## src/rtl/ps_pcstck_ctrl.sv

```systemverilog
// PC stack controller: ureg-mapped push/pop LIFO with zero-latency top-of-stack
// read, saturating entry count and sticky overflow/underflow flags.
module ps_pcstck_ctrl #(
    parameter int unsigned DEPTH = 8,
    parameter int unsigned WIDTH = 16
) (
    input  logic                       clk,
    input  logic                       rst,
    input  logic                       ps_wrt_en,
    input  logic [4:0]                 ps_wrt_add,
    input  logic [WIDTH-1:0]           ps_wrt_dat,
    input  logic                       ps_pop,
    input  logic                       ps_stat_clr,
    output logic [WIDTH-1:0]           ps_tos,
    output logic [$clog2(DEPTH):0]     ps_sp,
    output logic                       ps_stck_empty,
    output logic                       ps_stck_full,
    output logic                       ps_stck_ovf,
    output logic                       ps_stck_unf
);

    localparam int unsigned AW  = $clog2(DEPTH);
    localparam int unsigned SPW = AW + 1;
    localparam logic [SPW-1:0] SP_FULL = SPW'(DEPTH);
    localparam logic [4:0]     PS_ADDR = 5'b00100;

    logic [WIDTH-1:0] mem_q [DEPTH];
    logic [SPW-1:0]   sp_q, sp_d;
    logic             ovf_q, ovf_d;
    logic             unf_q, unf_d;

    logic             push;
    logic             empty;
    logic             full;
    logic [AW-1:0]    top_idx;
    logic             wr_en;
    logic [AW-1:0]    wr_idx;

    assign push    = ps_wrt_en && (ps_wrt_add == PS_ADDR);
    assign empty   = (sp_q == '0);
    assign full    = (sp_q == SP_FULL);
    assign top_idx = AW'(sp_q - 1'b1);

    always_comb begin
        sp_d   = sp_q;
        ovf_d  = ovf_q & ~ps_stat_clr;
        unf_d  = unf_q & ~ps_stat_clr;
        wr_en  = 1'b0;
        wr_idx = AW'(sp_q);
        unique case ({push, ps_pop})
            2'b10: begin
                if (full) begin
                    ovf_d = 1'b1;
                end else begin
                    wr_en = 1'b1;
                    sp_d  = sp_q + 1'b1;
                end
            end
            2'b01: begin
                if (empty) unf_d = 1'b1;
                else       sp_d  = sp_q - 1'b1;
            end
            2'b11: begin
                // Simultaneous push/pop replaces the top; on empty it degenerates
                // to a push into slot 0 while still flagging the underflowing pop.
                wr_en = 1'b1;
                if (empty) begin
                    wr_idx = '0;
                    sp_d   = SPW'(1);
                    unf_d  = 1'b1;
                end else begin
                    wr_idx = top_idx;
                end
            end
            default: ;
        endcase
    end

    always_ff @(posedge clk or negedge rst) begin
        if (!rst) begin
            sp_q  <= '0;
            ovf_q <= 1'b0;
            unf_q <= 1'b0;
        end else begin
            sp_q  <= sp_d;
            ovf_q <= ovf_d;
            unf_q <= unf_d;
        end
    end

    // Storage is not reset; gating on rst keeps a held reset from writing it.
    always_ff @(posedge clk) begin
        if (wr_en && rst) mem_q[wr_idx] <= ps_wrt_dat;
    end

    assign ps_tos        = empty ? '0 : mem_q[top_idx];
    assign ps_sp         = sp_q;
    assign ps_stck_empty = empty;
    assign ps_stck_full  = full;
    assign ps_stck_ovf   = ovf_q;
    assign ps_stck_unf   = unf_q;

endmodule
```

## config.mk

```make
export PLATFORM = sky130hd
export DESIGN_NAME = ps_pcstck_ctrl
export DESIGN_NICKNAME = d
export VERILOG_FILES = /design/src/rtl/ps_pcstck_ctrl.sv
export SDC_FILE = /design/constraint.sdc
export NUM_CORES = 1
export LEC_CHECK = 0
export CAP_MARGIN = 20
export CORE_MARGIN = 2
export CORE_UTILIZATION = 42
export DETAILED_ROUTE_END_ITERATION = 12
export HOLD_SLACK_MARGIN = 0.03
export PLACE_DENSITY = 0.7
export SETUP_SLACK_MARGIN = 0.5
export SLEW_MARGIN = 30
export SYNTH_ARGS = -nofsm -noshare
export SYNTH_HDL_FRONTEND = slang
export SYNTH_SLANG_ARGS = --single-unit
```

## constraint.sdc

```tcl
create_clock -name clk -period 3.5 [get_ports clk]
set_input_delay 1.05 -clock clk [delete_from_list [all_inputs] [get_ports clk]]
set_output_delay 1.05 -clock clk [all_outputs]
set_load 0.05 [all_outputs]
```

==> Word level (Yosys, flattened, before mapping) <==
Memories as Yosys holds them, arrays and structs flattened.
Cells that the tools add are included.
{ "classes": {"addsub": 2, "n_mul": 0, "n_div": 0, "order_cmp": 0, "n_eq_ne": 8, "shift": 0, "mux": 15, "n_bitwise": 3, "reduce_logical": 6} }
{ "ops": {"columns": ["cell", "count"], "rows": [
  ["16-bit two-way mux", 1],
  ["4-bit two-way mux", 3],
  ["4-bit one-hot mux with 3 select lines", 1],
  ["1-bit two-way mux", 7],
  ["3-bit two-way mux", 2],
  ["2-bit != test (second input constant)", 3],
  ["5-bit by 3-bit equality test with 1-bit output (second input constant)", 1],
  ["4-bit by 1-bit adder with 4-bit output (second input constant)", 1],
  ["2-bit equality test (second input constant)", 2],
  ["4-bit equality test (second input constant)", 1],
  ["4-bit zero test", 1],
  ["4-bit AND reduction", 1],
  ["4-bit by 1-bit subtractor with 4-bit output (second input constant)", 1],
  ["3-bit nonzero test", 1],
  ["1-bit AND", 2],
  ["2-bit by 1-bit equality test with 1-bit output (second input constant)", 1],
  ["1-bit logical AND", 2],
  ["1-bit one-hot mux with 2 select lines", 1],
  ["2-bit OR reduction", 1],
  ["1-bit NOT", 1]
]} }
{ "totals": {"register_bits": 6, "latch_bits": 0, "ramBits": 128, "mem_bits_ro": 0, "in_bits": 26, "elab_cells": 38, "mem_count": 1} }
{ "memory_table": {"columns": ["memory", "depth", "width", "rd", "rd_ports_with_merged_regs", "write_ports", "line_no", "source"], "rows": [
  ["mem_q", 8, 16, 1, 0, 1, "27", "logic [WIDTH-1:0] mem_q [DEPTH];"]
]} }

==> Longest topological paths before layout <==
Gate-level depths: netlist (run 1).
{ "logic_depth": {"word_depth": 7, "depth_mapped": 9} }

==> Worst setup path before layout (run 1) <==
Ideal clock, no wire load.
{ "synth_timing": {"path_type": "flip-flop to flip-flop", "from": "reg sp_q[0], in the netlist ps_sp[0]", "to": "mem mem_q[0][0], enable pin", "setup_ns": 0.409, "arrival_ns": 3.307, "slack_ns": -0.217, "path_stages_with_launch": 10, "n_path_buf": 2, "synth_period_minus_slack_ns": 3.717, "cell_sequence": "dfrtp_1 -> buf_2 -> inv_1 -> ha_1 -> or3b_1 -> buf_6 -> clkinv_4 -> nor2_2 -> mux2_4 -> nor3_1"} }
{ "synth_lines": {"columns": ["item", "line_no", "source"], "rows": [
  ["start: declaration", "28", "logic [SPW-1:0] sp_q, sp_d;"],
  ["start signal: assignment", "85", "sp_q <= sp_d;"],
  ["4-bit zero test", "40", "assign empty = (sp_q == '0);"],
  ["named net ps_stck_empty", "16", "output logic ps_stck_empty,"],
  ["3-bit two-way mux", "67", "if (empty) begin"],
  ["3-bit two-way mux", "50", "unique case ({push, ps_pop})"],
  ["end: declaration", "27", null]
]} }
The timed path passes the listed nets, and every way through them passes these cells.

==> Worst setup path in the final report (run 1) <==
{ "layout_timing": {"from": "reg sp_q[0], in the netlist ps_sp[0]", "to": "out ps_tos[6]"} }
{ "layout_between": {"elab_chain_cells": 3} }
{ "layout_rtl": {"columns": ["item", "line_no", "source"], "rows": [
  ["4-bit by 1-bit subtractor with 4-bit output", null, null],
  ["memory 8 x 16 bit", null, null],
  ["16-bit two-way mux *", "96", "assign ps_tos = empty ? '0 : mem_q[top_idx];"],
  ["end: declaration", "14", "output logic [WIDTH-1:0] ps_tos,"]
]} }
Mark *: on every way between the ends. The rest lies on a longest branch, timed or not.

==> results_dict.tcl, run 1 <==
set metrics [dict create \
    outcome "complete, no violations" \
    yosysUniqueCellTypes 47 \
    drc 0 \
    postSynthCellCount 307 \
    report.final.hold_viol_count 0 \
    ys_seq_area_frac 0.720 \
    timing.clock.skew_ns 0.00877 \
    syn_area_per_cell_sq_um 18.1 \
    avgRoutedWirePerCell_microns 21.0 \
    grt_setup_unrepaired "yes" \
    stdcell_count 582 \
    synth_seq_cells 134 \
    cts_tree "done" \
    period_minus_slack_ns 3.15 \
    num_antenna_cells 0 \
    worstSetupStartpoint "ps_sp[0]" \
    path_delay_family "flip-flops" \
    detailedPlacementHpwl_microns 7140 \
    fmax_ghz 0.318 \
    synth_enable_flop_cells 128 \
    design.die.area_sq_um 14200 \
    worst_ep_arrival_time_ns 2.10 \
    die_width_microns 119 \
    grt_pass1_wl_microns 19200 \
    grt-ovfl-total 0 \
    coreArea_sq_um 12800 \
    critPathKind "reg -> out" \
    worst_flop_to_flop_path_startpoint "ps_sp[0]" \
    post-route-util 0.609 \
    cts-buffers-inserted 17 \
    top_level_i_o_count 50 \
    synth_fp_nets 336 \
    startpoint_type "register" \
    crit_path_end_kind "primary output" \
    finalHoldWorstSlack_ns 0.511 \
    cpMostUsedCell "sky130_fd_sc_hd__buf_12" \
    first_global_vias 3390 \
    critical_path.max_stage_delay_ns 0.42 \
    cts_num_sinks 134 \
    setup_viol 0 \
    yosysWarnings 0 \
    groute.usage.overall 0.185 \
    max_cap_violations 0 \
    syn_to_final_growth_pct 40.1 \
    worst-endpoint-required_ns 2.45 \
    viasPerCell 5.58 \
    synth_ff_type "sky130_fd_sc_hd__edfxtp_1" \
    worstHoldPathType "reg -> reg" \
    cpMaxStageDelayCell "sky130_fd_sc_hd__dfrtp_2" \
    finalCritPeriodShare 0.899 \
    timing.setup.tns_ns 0 \
    drt_first_pass_iters 6 \
    holdCritStartpoint "ps_stck_ovf" \
    clk_path_buf_depth 2 \
    async_flop_share 0.0448 \
    post_route_cells_drive_above_1_share 0.449 \
    critical_path.n_buffers_inverters 3 \
    place.gp.congestion 0.849 \
    drt_first_iter_violations 447 \
    syn-cell-area_sq_um 5550 \
    dp_cells 541 \
    row_count 41 \
    clock_tree.root_cell "sky130_fd_sc_hd__clkbuf_16" \
    dr_total_vias 3247 \
    grt_max_degree 41 \
    final_max_slew_viol_count 0 \
    route.antenna.remaining_nets 0 \
    slew_headroom 0.568 \
    cts_stage_hold_buffer_count 0 \
    buffer_ports.inserted 49 \
    initial_core_utilization 0.435 \
    nets 426 \
    measured_slew_at_the_worst_slew_check_pin_ns 0.645 \
    clock_insertion_delay_at_the_later_pin_of_the_skew_report_ns 0.42 \
    worstPathCellList "inv_4 -> ha_4 -> buf_12 -> mux4_2 -> nand3_1 -> nand2_4 -> buf_12" \
    floorplan.die.height_microns 119 \
    filler_cell_count 885 \
    crit_path_max_fanout 9 \
    antenna_found_initial 0 \
    clock_tree.htree_level_count 4 \
    drt_wl_total_microns 12200 \
    worst_setup_hold_path_clk_slew_ns 0.06 \
]
-- layer usage --
| layer | track usage | vias up | routed length, microns |
|---|---|---|---|
| met5 | 0 | - | 0 |
| met1 | 0.246 | 1664 | 5340 |
| met2 | 0.296 | 125 | 6080 |
| met4 | 0.0618 | 0 | 135 |
| li1 | - | 1449 | - |
| met3 | 0.0536 | 9 | 685 |
-- worst paths after layout --
path / depth (start not counted) / slack, ns / end
worst max-delay path: 7 / 0.35 / ps_tos[6]
worst min-delay path: 1 / 0.51 / ps_stck_ovf
worst max register to register: 9 / 0.92 / mem_q[3][11]
worst min register to register: 1 / 0.51 / ps_stck_ovf
max in group asynchronous: 2 / 2.38 / ps_sp[1]
min in group asynchronous: 2 / 0.98 / ps_sp[3]
-- sequential cells by signal, indices dropped and copies added, names as in the netlist --
signal	flops
mem_q	128
ps_sp	4
ps_stck_ovf	1
ps_stck_unf	1
-- stage by stage --
| step | instance area, sq um | setup slack (ns) |
|---|---|---|
| floorplan | 5790 | 0.403 |
| global placement | 6800 | 0.0440 |
| detailed placement | 6810 | -0.00504 |
| CTS | 7670 | 0.350 |
| global route | 7780 | 0.297 |
| finish | 7780 | 0.354 |
-- logic make-up (layout without fill, tap and decap cells) --
family,after synthesis,in the layout,synth area share
AO/OA/AOI/OAI,26,26,0.0331
XOR/XNOR,2,2,0.00316
adder cells (fa/ha/maj),4,4,0.00857
buffers and inverters,25,128,0.0237
flip-flops,134,134,0.720
multiplexers,34,34,0.134
AND/OR/NAND/NOR,82,82,0.0776
-- final cells by class --
| type | instances | area, sq um | area share |
|---|---|---|---|
| clock buffer | 17 | 425 | 0.0547 |
| clock inverter | 15 | 176 | 0.0227 |
| timing repair buffer | 89 | 1140 | 0.146 |
| multi-input combinational | 148 | 1790 | 0.230 |
| inverter | 7 | 36.3 | 0.00466 |
| tap | 172 | 215 | 0.0277 |
| sequential | 134 | 4000 | 0.514 |
-- timing repair --
| action | 4_1_cts | 5_1_grt |
|---|---|---|
| gates cloned | 2 | 1 |
| setup buffers | 5 | 1 |
| setup endpoints to repair | 34 | 33 |
| pin swaps | 3 | 3 |
| resized for setup | 34 | 16 |
-- cell usage in the layout, fill, tap and decap left out, types with 2 or more instances in the layout --
cell	n
sky130_fd_sc_hd__a21oi_1	5
sky130_fd_sc_hd__inv_1	3
sky130_fd_sc_hd__clkinv_1	3
sky130_fd_sc_hd__clkinv_4	2
sky130_fd_sc_hd__o211ai_1	3
sky130_fd_sc_hd__edfxtp_1	128
sky130_fd_sc_hd__nor3_1	3
sky130_fd_sc_hd__buf_6	3
sky130_fd_sc_hd__buf_16	3
sky130_fd_sc_hd__clkinvlp_4	4
sky130_fd_sc_hd__mux4_2	32
sky130_fd_sc_hd__buf_8	2
sky130_fd_sc_hd__bufinv_16	3
sky130_fd_sc_hd__nor3_4	2
sky130_fd_sc_hd__nor4_1	2
sky130_fd_sc_hd__inv_6	4
sky130_fd_sc_hd__ha_4	2
sky130_fd_sc_hd__dfrtp_2	2
sky130_fd_sc_hd__inv_4	2
sky130_fd_sc_hd__nand2_1	4
sky130_fd_sc_hd__buf_4	26
sky130_fd_sc_hd__a22o_1	2
sky130_fd_sc_hd__dfrtp_1	4
sky130_fd_sc_hd__o21ai_0	3
sky130_fd_sc_hd__nand2_4	16
sky130_fd_sc_hd__a211oi_1	2
sky130_fd_sc_hd__nand3_2	27
sky130_fd_sc_hd__clkbuf_16	18
sky130_fd_sc_hd__nand3_1	8
sky130_fd_sc_hd__clkdlybuf4s50_1	30
sky130_fd_sc_hd__buf_12	23
sky130_fd_sc_hd__nor2_1	3
sky130_fd_sc_hd__o31ai_1	2
sky130_fd_sc_hd__nor3_2	6
sky130_fd_sc_hd__and4_1	2
-- synth_stat cells (2+ instances only) --
| master | instances | area share |
|---|---|---|
| sky130_fd_sc_hd__a21oi_1 | 5 | 0.0045 |
| sky130_fd_sc_hd__nor4_1 | 2 | 0.0023 |
| sky130_fd_sc_hd__a211oi_1 | 2 | 0.0027 |
| sky130_fd_sc_hd__and4_1 | 2 | 0.0032 |
| sky130_fd_sc_hd__nand3_1 | 34 | 0.031 |
| sky130_fd_sc_hd__a22o_1 | 2 | 0.0032 |
| sky130_fd_sc_hd__nor3_1 | 11 | 0.0099 |
| sky130_fd_sc_hd__ha_1 | 3 | 0.0068 |
| sky130_fd_sc_hd__edfxtp_1 | 128 | 0.69 |
| sky130_fd_sc_hd__mux4_2 | 32 | 0.13 |
| sky130_fd_sc_hd__nand2_1 | 20 | 0.014 |
| sky130_fd_sc_hd__dfrtp_1 | 6 | 0.027 |
| sky130_fd_sc_hd__buf_6 | 2 | 0.0041 |
| sky130_fd_sc_hd__nor2_1 | 3 | 0.0020 |
| sky130_fd_sc_hd__o211ai_1 | 3 | 0.0041 |
| sky130_fd_sc_hd__o21ai_0 | 3 | 0.0027 |
| sky130_fd_sc_hd__buf_2 | 5 | 0.0045 |
| sky130_fd_sc_hd__inv_1 | 5 | 0.0034 |
| sky130_fd_sc_hd__o31ai_1 | 2 | 0.0027 |
| sky130_fd_sc_hd__buf_4 | 3 | 0.0041 |
| sky130_fd_sc_hd__clkbuf_1 | 8 | 0.0054 |
Power of run 1 is not shown: default switching activity piles up to over one toggle a cycle in this logic, so the estimate is an artifact.
==> run 2, diff against run 1 <==
Settings changed: PLACE_DENSITY 0.7 to not set, PLACE_DENSITY_LB_ADDON set to 0.25.
==> results_dict.tcl, run 2 (synthesized netlist as in run 1, its figures left out) <==
set metrics [dict create \
    grt_setup_unrepaired "yes" \
    top_level_i_o_count 50 \
    viasPerCell 5.65 \
    cell_depth_of_the_worst_hold_path 1 \
    drt_first_pass_iters 5 \
    number_of_flip_flops_under_the_largest_register_name 128 \
    cts-buffers-inserted 17 \
    crit_path_end_kind "primary output" \
    startpoint_type "register" \
    worst_flop_to_flop_path_startpoint "ps_sp[1]" \
    worstPathCellList "inv_4 -> ha_4 -> clkbuf_16 -> mux4_2 -> nand3_2 -> nand2_4 -> buf_12" \
    dr_total_vias 3352 \
    post_route_cells_drive_above_1_share 0.451 \
    grt-ovfl-total 0 \
    nets 437 \
    worst_r2r_path_depth 10 \
    holdCritStartpoint "ps_stck_unf" \
    timing.setup.tns_ns 0 \
    r2r_slack_ns 0.77 \
    finalCritPeriodShare 0.898 \
    antenna_found_initial 0 \
    worst-endpoint-required_ns 2.45 \
    initial_core_utilization 0.435 \
    outcome "complete, no violations" \
    clk_path_buf_depth 2 \
    timing.clock.skew_ns 0.00567 \
    grt_pass1_wl_microns 19100 \
    critPathKind "reg -> out" \
    drt_first_iter_violations 401 \
    fmax_ghz 0.318 \
    floorplan.die.height_microns 119 \
    cpMaxStageDelayCell "sky130_fd_sc_hd__dfrtp_2" \
    crit_path_max_fanout 9 \
    syn_to_final_growth_pct 42.6 \
    mostFrequentLayoutCells "sky130_fd_sc_hd__edfxtp_1, sky130_fd_sc_hd__buf_4, sky130_fd_sc_hd__mux4_2" \
    place.gp.congestion 0.813 \
    clock_insertion_delay_at_the_later_pin_of_the_skew_report_ns 0.42 \
    detailedPlacementHpwl_microns 7240 \
    worstHoldPathType "reg -> reg" \
    cts_num_sinks 134 \
    hold-path-endpoint "ps_stck_unf" \
    cts_tree "done" \
    worst_ep_arrival_time_ns 2.09 \
    slew_headroom 0.536 \
    worst_flop_to_flop_path_endpoint "mem_q[7][4]" \
    worst_setup_hold_path_clk_slew_ns 0.06 \
    clock_tree.root_cell "sky130_fd_sc_hd__clkbuf_16" \
    design.die.area_sq_um 14200 \
    layout.cells.most_common "sky130_fd_sc_hd__edfxtp_1" \
    coreArea_sq_um 12800 \
    clock_tree.htree_level_count 4 \
    buffer_ports.inserted 49 \
    period_minus_slack_ns 3.14 \
    drt_wl_total_microns 13300 \
    grt_max_degree 41 \
    cts_stage_hold_buffer_count 0 \
    num_antenna_cells 0 \
    groute.usage.overall 0.186 \
    route.antenna.remaining_nets 0 \
    max_cap_violations 0 \
    first_global_vias 3327 \
    measured_slew_at_the_worst_slew_check_pin_ns 0.693 \
    drc 0 \
    avgRoutedWirePerCell_microns 22.5 \
    row_count 41 \
    critical_path.max_stage_delay_ns 0.39 \
    final_max_slew_viol_count 0 \
    report.final.hold_viol_count 0 \
    die_width_microns 119 \
    setup_viol 0 \
    largest-register "mem_q" \
]
-- run 2: cell count changes in the layout (fill, tap and decap cells not counted), moves of 5 or more --
cell,delta
sky130_fd_sc_hd__nand3_1,+7
sky130_fd_sc_hd__clkbuf_16,+5
sky130_fd_sc_hd__nand3_2,-7
sky130_fd_sc_hd__buf_4,+7
-- run 2: metal layers --
metal,wire [microns],vias up,track usage
met5,0,-,0
met4,234,0,0.0789
met1,5500,1734,0.243
li1,-,1463,-
met3,897,20,0.0493
met2,6710,135,0.297
-- run 2: worst max path at each step --
| stage | start | cells past startpoint | endpoint | slack, ns |
|---|---|---|---|---|
| floorplan | ps_wrt_add[1] | 5 | mem_q[5][0] | 0.40 |
| global placement | ps_wrt_add[1] | 6 | mem_q[2][7] | 0.03 |
| detailed placement | ps_wrt_add[1] | 6 | mem_q[2][7] | 0.04 |
| CTS | ps_sp[0] | 7 | ps_tos[5] | 0.35 |
| global route | ps_sp[0] | 7 | ps_tos[10] | 0.30 |
| finish | ps_sp[0] | 7 | ps_tos[9] | 0.36 |
-- run 2: through the flow --
step / cell area [sq um] / instances / utilization / worst slack, ns / hold slack [ns]
after global placement: 6800 / 540 / 0.533 / 0.0274 / 0.492
after detailed placement: 6820 / 540 / 0.534 / 0.0449 / 0.490
final: 7920 / 593 / 0.620 / 0.358 / 0.507
after floorplan: 5790 / 307 / - / 0.403 / 0.754
after global routing: 7920 / 593 / 0.620 / 0.304 / 0.517
after CTS: 7640 / 579 / 0.598 / 0.346 / 0.507
-- run 2: worst max-delay path: cells and delay by family, from the launching register on --
| family | cells | cell delay [ns] |
|---|---|---|
| flops | 1 | 0.39 |
| simple gates | 2 | 0.18 |
| mux | 1 | 0.31 |
| buf+inv | 3 | 0.40 |
| fa+ha+maj | 1 | 0.37 |
-- run 2: final cells by class --
| class | instances | area (sq um) |
|---|---|---|
| Inverter | 7 | 43.8 |
| Multi-Input combinational cell | 148 | 1760 |
| Fill cell | 891 | 4860 |
| Sequential cell | 134 | 4000 |
| Clock inverter | 14 | 176 |
| Tap cell | 172 | 215 |
| Timing Repair Buffer | 100 | 1300 |
| Clock buffer | 18 | 429 |
-- run 2: timing repair --
| action | CTS | global route |
|---|---|---|
| endpoints found under the hold margin | 0 | 0 |
| buffers inserted | 5 | 7 |
| pin swaps | 2 | 2 |
| cloned | 2 | 7 |
| endpoints found under the setup margin | 34 | 52 |
| gates resized for setup | 27 | 13 |
Power of run 2 is left out for the same reason.
